<file path="src/rtl/mba_share_arbiter_if.sv">
// Handshake and multiplier-bus bundle between the requesters, the shared
// multiplier and mba_share_arbiter.
interface mba_share_arbiter_if #(
    parameter int NREQ = 4,
    parameter int ID_W = 2
);
    logic [NREQ-1:0]   req_valid;
    logic [NREQ-1:0]   req_ready;
    logic [8*NREQ-1:0] req_a;
    logic [8*NREQ-1:0] req_b;
    logic [7:0]        mul_a;
    logic [7:0]        mul_b;
    logic [15:0]       mul_p;
    logic              resp_valid;
    logic              resp_ready;
    logic [ID_W-1:0]   resp_id;
    logic [15:0]       resp_p;
    logic              busy;

    modport slave (
        input  req_valid, req_a, req_b, mul_p, resp_ready,
        output req_ready, mul_a, mul_b, resp_valid, resp_id, resp_p, busy
    );

    modport master (
        output req_valid, req_a, req_b, mul_p, resp_ready,
        input  req_ready, mul_a, mul_b, resp_valid, resp_id, resp_p, busy
    );
endinterface

</file>
<file path="src/rtl/mba_share_arbiter.sv">
// Round-robin sequencer sharing one external 8x8 multiplier between NREQ
// requesters: accept, wait MUL_LAT cycles, return product with requester ID.
module mba_share_arbiter #(
    parameter int NREQ    = 4,
    parameter int ID_W    = 2,
    parameter int MUL_LAT = 2
) (
    input  logic                  clock,
    input  logic                  reset_n,
    mba_share_arbiter_if.slave    bus
);
    typedef enum logic [1:0] {IDLE = 2'd0, WAIT = 2'd1, RESP = 2'd2} state_t;

    state_t          r_state, w_state_nxt;
    logic [ID_W-1:0] r_rr_ptr;
    logic [ID_W-1:0] r_gnt_id;
    logic [3:0]      r_wait_cnt;
    logic [7:0]      r_mul_a, r_mul_b;
    logic            r_resp_valid;
    logic [ID_W-1:0] r_resp_id;
    logic [15:0]     r_resp_p;

    logic            w_gnt_any;
    logic [ID_W-1:0] w_gnt_id;
    logic [NREQ-1:0] w_gnt_oh;

    // First pending requester at or after rr_ptr; ID_W-bit sum wraps mod NREQ.
    always_comb begin
        w_gnt_any = 1'b0;
        w_gnt_id  = '0;
        w_gnt_oh  = '0;
        for (int k = 0; k < NREQ; k++) begin
            if (!w_gnt_any && bus.req_valid[r_rr_ptr + ID_W'(k)]) begin
                w_gnt_any = 1'b1;
                w_gnt_id  = r_rr_ptr + ID_W'(k);
            end
        end
        w_gnt_oh[w_gnt_id] = w_gnt_any;
    end

    always_ff @(posedge clock or negedge reset_n) begin
        if (!reset_n) r_state <= IDLE;
        else          r_state <= w_state_nxt;
    end

    always_comb begin
        w_state_nxt = r_state;
        case (r_state)
            IDLE:    if (w_gnt_any)            w_state_nxt = WAIT;
            WAIT:    if (r_wait_cnt == 4'd1)   w_state_nxt = RESP;
            RESP:    if (bus.resp_ready)       w_state_nxt = IDLE;
            default:                           w_state_nxt = IDLE;
        endcase
    end

    always_ff @(posedge clock or negedge reset_n) begin
        if (!reset_n) begin
            r_rr_ptr     <= '0;
            r_gnt_id     <= '0;
            r_wait_cnt   <= '0;
            r_mul_a      <= '0;
            r_mul_b      <= '0;
            r_resp_valid <= 1'b0;
            r_resp_id    <= '0;
            r_resp_p     <= '0;
        end else begin
            case (r_state)
                IDLE: if (w_gnt_any) begin
                    r_mul_a    <= bus.req_a[8*w_gnt_id +: 8];
                    r_mul_b    <= bus.req_b[8*w_gnt_id +: 8];
                    r_gnt_id   <= w_gnt_id;
                    r_wait_cnt <= 4'(MUL_LAT);
                end
                WAIT: begin
                    r_wait_cnt <= r_wait_cnt - 4'd1;
                    if (r_wait_cnt == 4'd1) begin
                        r_resp_p     <= bus.mul_p;
                        r_resp_id    <= r_gnt_id;
                        r_resp_valid <= 1'b1;
                    end
                end
                RESP: if (bus.resp_ready) begin
                    r_resp_valid <= 1'b0;
                    r_rr_ptr     <= r_gnt_id + ID_W'(1);
                end
                default: ;
            endcase
        end
    end

    // Gated by reset so no grant is advertised while reset is held.
    assign bus.req_ready  = (r_state == IDLE && reset_n) ? w_gnt_oh : '0;
    assign bus.mul_a      = r_mul_a;
    assign bus.mul_b      = r_mul_b;
    assign bus.resp_valid = r_resp_valid;
    assign bus.resp_id    = r_resp_id;
    assign bus.resp_p     = r_resp_p;
    assign bus.busy       = (r_state != IDLE);
endmodule

</file>
<file path="src/flat_wrapper.sv">
// flat-port wrapper written by rule: the top's interface ports become plain ports
module mba_share_arbiter_flat 
#(
    parameter int NREQ    = 4,
    parameter int ID_W    = 2,
    parameter int MUL_LAT = 2
)
  (clock, reset_n, bus_req_valid, bus_req_a, bus_req_b, bus_mul_p, bus_resp_ready, bus_req_ready, bus_mul_a, bus_mul_b, bus_resp_valid, bus_resp_id, bus_resp_p, bus_busy);
  mba_share_arbiter_if #(.NREQ(NREQ), .ID_W(ID_W)) bus_i ();
  input  logic clock;
  input  logic reset_n;
  input wire logic [$bits(bus_i.req_valid)-1:0] bus_req_valid;
  input wire logic [$bits(bus_i.req_a)-1:0] bus_req_a;
  input wire logic [$bits(bus_i.req_b)-1:0] bus_req_b;
  input wire logic [$bits(bus_i.mul_p)-1:0] bus_mul_p;
  input wire logic [$bits(bus_i.resp_ready)-1:0] bus_resp_ready;
  output wire logic [$bits(bus_i.req_ready)-1:0] bus_req_ready;
  output wire logic [$bits(bus_i.mul_a)-1:0] bus_mul_a;
  output wire logic [$bits(bus_i.mul_b)-1:0] bus_mul_b;
  output wire logic [$bits(bus_i.resp_valid)-1:0] bus_resp_valid;
  output wire logic [$bits(bus_i.resp_id)-1:0] bus_resp_id;
  output wire logic [$bits(bus_i.resp_p)-1:0] bus_resp_p;
  output wire logic [$bits(bus_i.busy)-1:0] bus_busy;
  assign bus_i.req_valid = bus_req_valid;
  assign bus_i.req_a = bus_req_a;
  assign bus_i.req_b = bus_req_b;
  assign bus_i.mul_p = bus_mul_p;
  assign bus_i.resp_ready = bus_resp_ready;
  assign bus_req_ready = bus_i.req_ready;
  assign bus_mul_a = bus_i.mul_a;
  assign bus_mul_b = bus_i.mul_b;
  assign bus_resp_valid = bus_i.resp_valid;
  assign bus_resp_id = bus_i.resp_id;
  assign bus_resp_p = bus_i.resp_p;
  assign bus_busy = bus_i.busy;
  mba_share_arbiter #(.NREQ(NREQ), .ID_W(ID_W), .MUL_LAT(MUL_LAT)) u_core (.clock(clock), .reset_n(reset_n), .bus(bus_i));
endmodule
</file>
<file path="config.mk">
export PLATFORM = sky130hd
export DESIGN_NAME = mba_share_arbiter_flat
export DESIGN_NICKNAME = d
export VERILOG_FILES = /design/src/rtl/mba_share_arbiter_if.sv /design/src/rtl/mba_share_arbiter.sv /design/src/flat_wrapper.sv
export SDC_FILE = /design/constraint.sdc
export NUM_CORES = 1
export LEC_CHECK = 0
export CORE_MARGIN = 3
export CORE_UTILIZATION = 41
export CTS_CLUSTER_DIAMETER = 200
export DETAILED_ROUTE_END_ITERATION = 16
export PLACE_DENSITY_LB_ADDON = 0.08
export SLEW_MARGIN = 0
export SYNTH_ARGS = -nofsm -noshare
export SYNTH_HDL_FRONTEND = slang
export SYNTH_SLANG_ARGS = --single-unit
</file>
<file path="constraint.sdc">
create_clock -name clock -period 5.7 [get_ports clock]
set_clock_uncertainty 0.2 [all_clocks]
set_input_delay 1.425 -clock clock [delete_from_list [all_inputs] [get_ports clock]]
set_output_delay 1.425 -clock clock [all_outputs]
set_load 0.02 [all_outputs]
</file>
== Yosys cells after proc, flatten, opt, wreduce, memory -nomap -nowiden ==
Cells that the tools add are included.
W data, S select, Z words.

* Register bits after elaboration: 45
* Input port bits: 87
* Output and inout bits: 40

* Add/subtract/negate cells: 5
* Magnitude comparators: 6
* Eq/ne operators: 6
* Shift operators: 2
* Mux-type cells: 28
* Bitwise operators: 1
* Reduce and logical (&&, ||, !) cells: 18

{| class="wikitable"
|+ Operators by type and width
! operator !! count
|-
| $shiftx A32 B6 Y8 || 2
|-
| $lt A2 B3 Y1 const B || 5
|-
| $mux W2 || 7
|-
| $mux W1 || 11
|-
| $bmux W1 S2 || 4
|-
| $mux W4 || 2
|-
| $pmux W4 S2 || 1
|-
| $reduce_and A2 Y1 || 4
|-
| $pmux W2 S3 || 1
|-
| $reduce_and A3 Y1 || 2
|-
| $reduce_bool A2 Y1 || 3
|-
| $logic_and A1 B1 Y1 || 5
|-
| $add A2 B1 Y2 const B || 2
|-
| $add A2 B2 Y2 const B || 2
|-
| $and A4 B4 Y4 || 1
|-
| $eq A4 B1 Y1 const B || 1
|-
| $ne A2 B1 Y1 const B || 2
|-
| $sub A4 B1 Y4 const B || 1
|-
| $logic_not A1 Y1 || 3
|-
| $demux W1 S2 || 1
|-
| $eq A2 B1 Y1 const B || 1
|-
| $eq A2 B2 Y1 const B || 1
|-
| $ge A2 B1 Y1 const B || 1
|-
| $logic_not A2 Y1 || 1
|-
| other kinds (2) || 2
|}

== Depth between registers and ports, before layout ==
* Depth after elaboration: 18
* Depth in mapped cells: 8

== Worst setup path before layout ==
Ideal clock, no wire load.

* Path type: input to output
* Start point: input bus_req_valid[2]
* End point: output bus_req_ready[0]
* Arrival time: 2.611 ns
* Data required time: 4.075 ns
* Slack: 1.464 ns
* Stages on the path: 5
* Path buffers: 2
* Cell sequence: or4_1 and2_0 clkbuf_1 buf_6 and3_1

* Longest elaborated chain between the ends: 18
* Elaborated cells on any way between the ends: 29

{| class="wikitable"
|+ RTL lines
! item !! line !! text
|-
| start: declaration || flat_wrapper.sv:12 || <nowiki>input wire logic [$bits(bus_i.req_valid)-1:0] bus_req_valid;</nowiki>
|-
| $bmux W1 S2 || mba_share_arbiter.sv:33 || <nowiki>if (!w_gnt_any && bus.req_valid[r_rr_ptr + ID_W'(k)]) begin</nowiki>
|-
| $mux W1 (implied by the code) || mba_share_arbiter.sv:33 ||
|-
| $mux W1 || mba_share_arbiter.sv:33 ||
|-
| $logic_not A1 Y1 || mba_share_arbiter.sv:33 ||
|-
| $logic_and A1 B1 Y1 || mba_share_arbiter.sv:33 ||
|-
| $mux W1 || mba_share_arbiter.sv:33 ||
|-
| $logic_not A1 Y1 || mba_share_arbiter.sv:33 ||
|-
| $logic_and A1 B1 Y1 || mba_share_arbiter.sv:33 ||
|-
| (+2 left out) || n/a ||
|-
| $logic_and A1 B1 Y1 || mba_share_arbiter.sv:33 ||
|-
| $mux W2 || mba_share_arbiter.sv:33 ||
|-
| $lt A2 B3 Y1 (implied by the code) / $ge A2 B1 Y1 (equally long branches) || mba_share_arbiter.sv:38 || <nowiki>w_gnt_oh[w_gnt_id] = w_gnt_any;</nowiki>
|-
| $logic_and A1 B1 Y1 (implied by the code) || mba_share_arbiter.sv:38 ||
|-
| $mux W1 (implied by the code) || mba_share_arbiter.sv:38 ||
|-
| $demux W1 S2 || n/a ||
|-
| $and A4 B4 Y4 (no line) * || n/a ||
|-
| $mux W4 * || mba_share_arbiter.sv:92 || <nowiki>assign bus.req_ready = (r_state == IDLE && reset_n) ? w_gnt_oh : '0;</nowiki>
|-
| end: declaration || flat_wrapper.sv:17 || <nowiki>output wire logic [$bits(bus_i.req_ready)-1:0] bus_req_ready;</nowiki>
|}

Mark *: on every way between the ends. The rest lies on a longest branch, timed or not. The select of a mux whose other input is x is not followed.

== Worst setup path after layout ==
* Start point: input bus_req_valid[3]
* End point: output bus_req_ready[3]

The elaborated chain is that of the path after synthesis.

==> flow_metrics.py <==
metrics = {
    "sta": {
        "finalSetupViolations": 0,
        "tns_ns": 0,
        "slew_headroom_pct": 40.61,
        "tightest_slew_ns": 0.8900,
        "fmax_mhz": 187.6,
        "slew_viol_final": 0,
        "min_period_over_period_pct": 93.49,
        "rsz0062_at_grt": "no",
        "hold_viol": 0,
        "final.min_clock_period_ns": 5.329,
        "whs_ns": 0.2895,
    },
    "place": {
        "io_buffer_count": 126,
        "placed_cell_area_sq_um": 3491,
        "dp_hpwl_um": 4903,
        "place_congestion": 0.8927,
    },
    "power_and_ir_drop": {
        "power_density_nw_per_um2": 470.0,
        "peakVddDrop_mv": 0.2927,
        "p_leak_nw": 1.464,
        "power_w": 0.001679,
    },
    "final_layout": {
        "regArea_sq_um": 1126,
        "diodes": 0,
        "nets": 423,
        "drive_gt1_share_pct": 10.75,
        "fillers": 402,
        "syn_to_final_growth_pct": 61.54,
        "final_area_sq_um": 3573,
        "multi_input_area_sq_um": 960.9,
    },
    "setup_path": {
        "r2r_slack_ns": 3.53,
        "setup.worst_path.start_class": "primary input",
        "reg2reg_depth": 5,
        "critPathArrivalTime_ns": 3.70,
        "critPathCapture": "bus_req_ready[3]",
        "path_max_fanout": 9,
        "crit_path_max_incr_delay_ns": 0.61,
        "worst_ep_required_time_ns": 4.07,
        "slowest_stage": "or4_1",
        "r2r-end": "u_core.bus.resp_p[9]",
        "worstReg2RegStart": "u_core.r_wait_cnt[1]",
        "path_delay_family": "simple AND/OR/NAND/NOR gates",
        "crit_chain": "clkdlybuf4s50_1, or4_1, and2_0, and3_2, clkdlybuf4s50_1",
        "path_buf_inv": 2,
        "cp.depth": 5,
        "cp-end-kind": "output pin",
        "crit_path_start": "bus_req_valid[3]",
        "criticalPathCategory": "in2out",
        "cp_common_cell": "clkdlybuf4s50_1",
    },
    "synth": {
        "netlist.area_leader.share_pct": 50.90,
        "syn_area_per_cell_sq_um": 10.48,
        "yosysWarnings": 0,
        "netlist_area_sq_um": 2212,
        "synth_edf_count": 0,
        "synth_area_leaders": "dfrtp_1 51%, mux2_2 9.2%, a21oi_1 7.7%",
        "netlist_instances": 211,
        "synth_common_cells": "45 x dfrtp_1, 34 x a21oi_1, 22 x nor2_1",
        "syn_nets": 300,
        "yosysMostFrequentCell": "dfrtp_1",
        "async_flop_share_pct": 100.0,
        "yosysTopAreaCell": "dfrtp_1",
        "ys_seq_area_share_pct": 50.90,
        "yosysUniqueCellTypes": 34,
        "ys_ff_latch": 45,
        "synth_ff_type": "dfrtp_1",
    },
    "clock_network": {
        "cts_buffer_depth": 2,
        "cts_inserted_buffers": 5,
        "cts_sinks": 45,
        "cts_tree": "yes",
        "cts_root_buf": "clkbuf_8",
        "clk_pin_slew_worst_paths_ns": 0.08,
        "cts_resized": 0,
        "postCtsSetupRepairBufs": 0,
        "htreeDepth": 2,
        "clock_latency_ns": 0.29,
        "cts_hold_buf": 0,
    },
    "grt": {
        "grt_usage_pct": 20.60,
        "grt_pass1_wl_um": 10440,
        "antenna_found_initial": 0,
        "grt.overflow.total": 0,
        "grt_max_degree": 30,
        "grt_pass1_vias": 2215,
    },
    "detailed_routing": {
        "dr.pass1.iters": 5,
        "routed_wl_um": 6352,
        "drtIter0Drc": 118,
        "antenna_left": 0,
        "num_vias": 2122,
        "vias_per_cell": 5.240,
        "wl_per_cell_um": 15.68,
        "drc": 0,
    },
    "floorplan": {
        "coreArea_sq_um": 5172,
        "ios": 127,
        "rows": 26,
        "die_h_um": 79.46,
        "die_area_sq_um": 6313,
        "initial_utilization_pct": 42.77,
        "die_w_um": 79.46,
    },
    "flow_run": {
        "maxCapViolations": 0,
    },
    "hold_path": {
        "hold_depth": 1,
        "min_path_type": "reg2reg",
    },
    "outcome": {
        "outcome": "complete, no violations",
    },
}
[metrics by stage]
step                std cells  setup WS, ns  utilization, %
floorplan                 211         1.464               -
global placement          397        0.4479           67.49
detailed placement        397        0.3852           67.49
CTS                       405        0.3795           69.09
global route              405        0.2474           69.09
finish                    405        0.3709           69.09
[sequential cells by signal, summed over array words and instances (netlist names), 2 cells and up]
register	cells
u_core.r_state	2
u_core.r_gnt_id	2
u_core.r_wait_cnt	4
u_core.bus.mul_a	8
u_core.r_rr_ptr	2
u_core.bus.mul_b	8
u_core.bus.resp_id	2
u_core.bus.resp_p	16
[worst reg2reg max path, cell delays in order (launching register included)]
cell     delay, ns
dfrtp_1       0.40
inv_1         0.08
ha_1          0.14
nand3_1       0.12
nor2_2        0.71
mux2_2        0.42
[worst min path at each step]
stage | to | start | slack (ns)
after floorplan | u_core.r_wait_cnt[3] | u_core.r_wait_cnt[3] | 0.26
final | u_core.bus.resp_valid | u_core.bus.resp_valid | 0.29
after CTS | u_core.bus.resp_valid | u_core.bus.resp_valid | 0.30
after detailed placement | u_core.bus.resp_valid | u_core.bus.resp_valid | 0.28
after global routing | u_core.bus.resp_valid | u_core.bus.resp_valid | 0.33
after global placement | u_core.bus.resp_valid | u_core.bus.resp_valid | 0.26
[cells by family (layout without fill, tap and decap cells)]
kind of cell	after synthesis	after routing	share of synthesized area [%]
multiplexers	18	18	9.163
buffers and inverters	21	145	5.656
XOR/XNOR	2	2	0.7920
AND/OR/NAND/NOR	52	52	11.31
AO/OA/AOI/OAI	71	71	21.04
adder cells (fa/ha/maj)	2	2	1.131
flip-flops	45	45	50.90
[layer usage]
| metal | track usage (%) | vias up | wire length [um] |
|---|---|---|---|
| met1 | 25.16 | 982 | 2590 |
| met3 | 7.788 | 8 | 716 |
| met5 | 0 | - | 0 |
| met4 | 3.780 | 0 | 66 |
| met2 | 34.89 | 102 | 2979 |
| li1 | - | 1030 | - |
[power by group]
group | internal, W | leakage (nW) | total (W) | switching [W]
sequential | 0.000477 | 0.527 | 0.000579 | 0.000102
combinational | 0.000465 | 0.892 | 0.000913 | 0.000448
clock | 0.0000851 | 0.0450 | 0.000188 | 0.000103
[final cells by class]
type | count | area share, %
sequential | 45 | 31.51
clock buffer | 6 | 2.031
timing repair buffer | 131 | 36.20
inverter | 6 | 0.6303
tap | 70 | 2.451
multi-input combinational | 145 | 26.89
clock inverter | 2 | 0.2801
[placed cells by master (no fill, tap or decap), types with 2 or more instances in the layout]
master,count
nand2b_1,2
nor2_1,22
buf_4,5
clkbuf_8,5
dfrtp_1,45
clkdlybuf4s50_1,125
xnor2_1,2
nand3_1,3
o21ai_0,11
clkinv_2,2
nand2_1,11
or4_1,2
inv_1,6
ha_1,2
mux2_2,18
and3_1,4
a21o_1,2
a21oi_1,34
a222oi_1,16
a211oi_1,2
(Power assumes the default switching activity.)
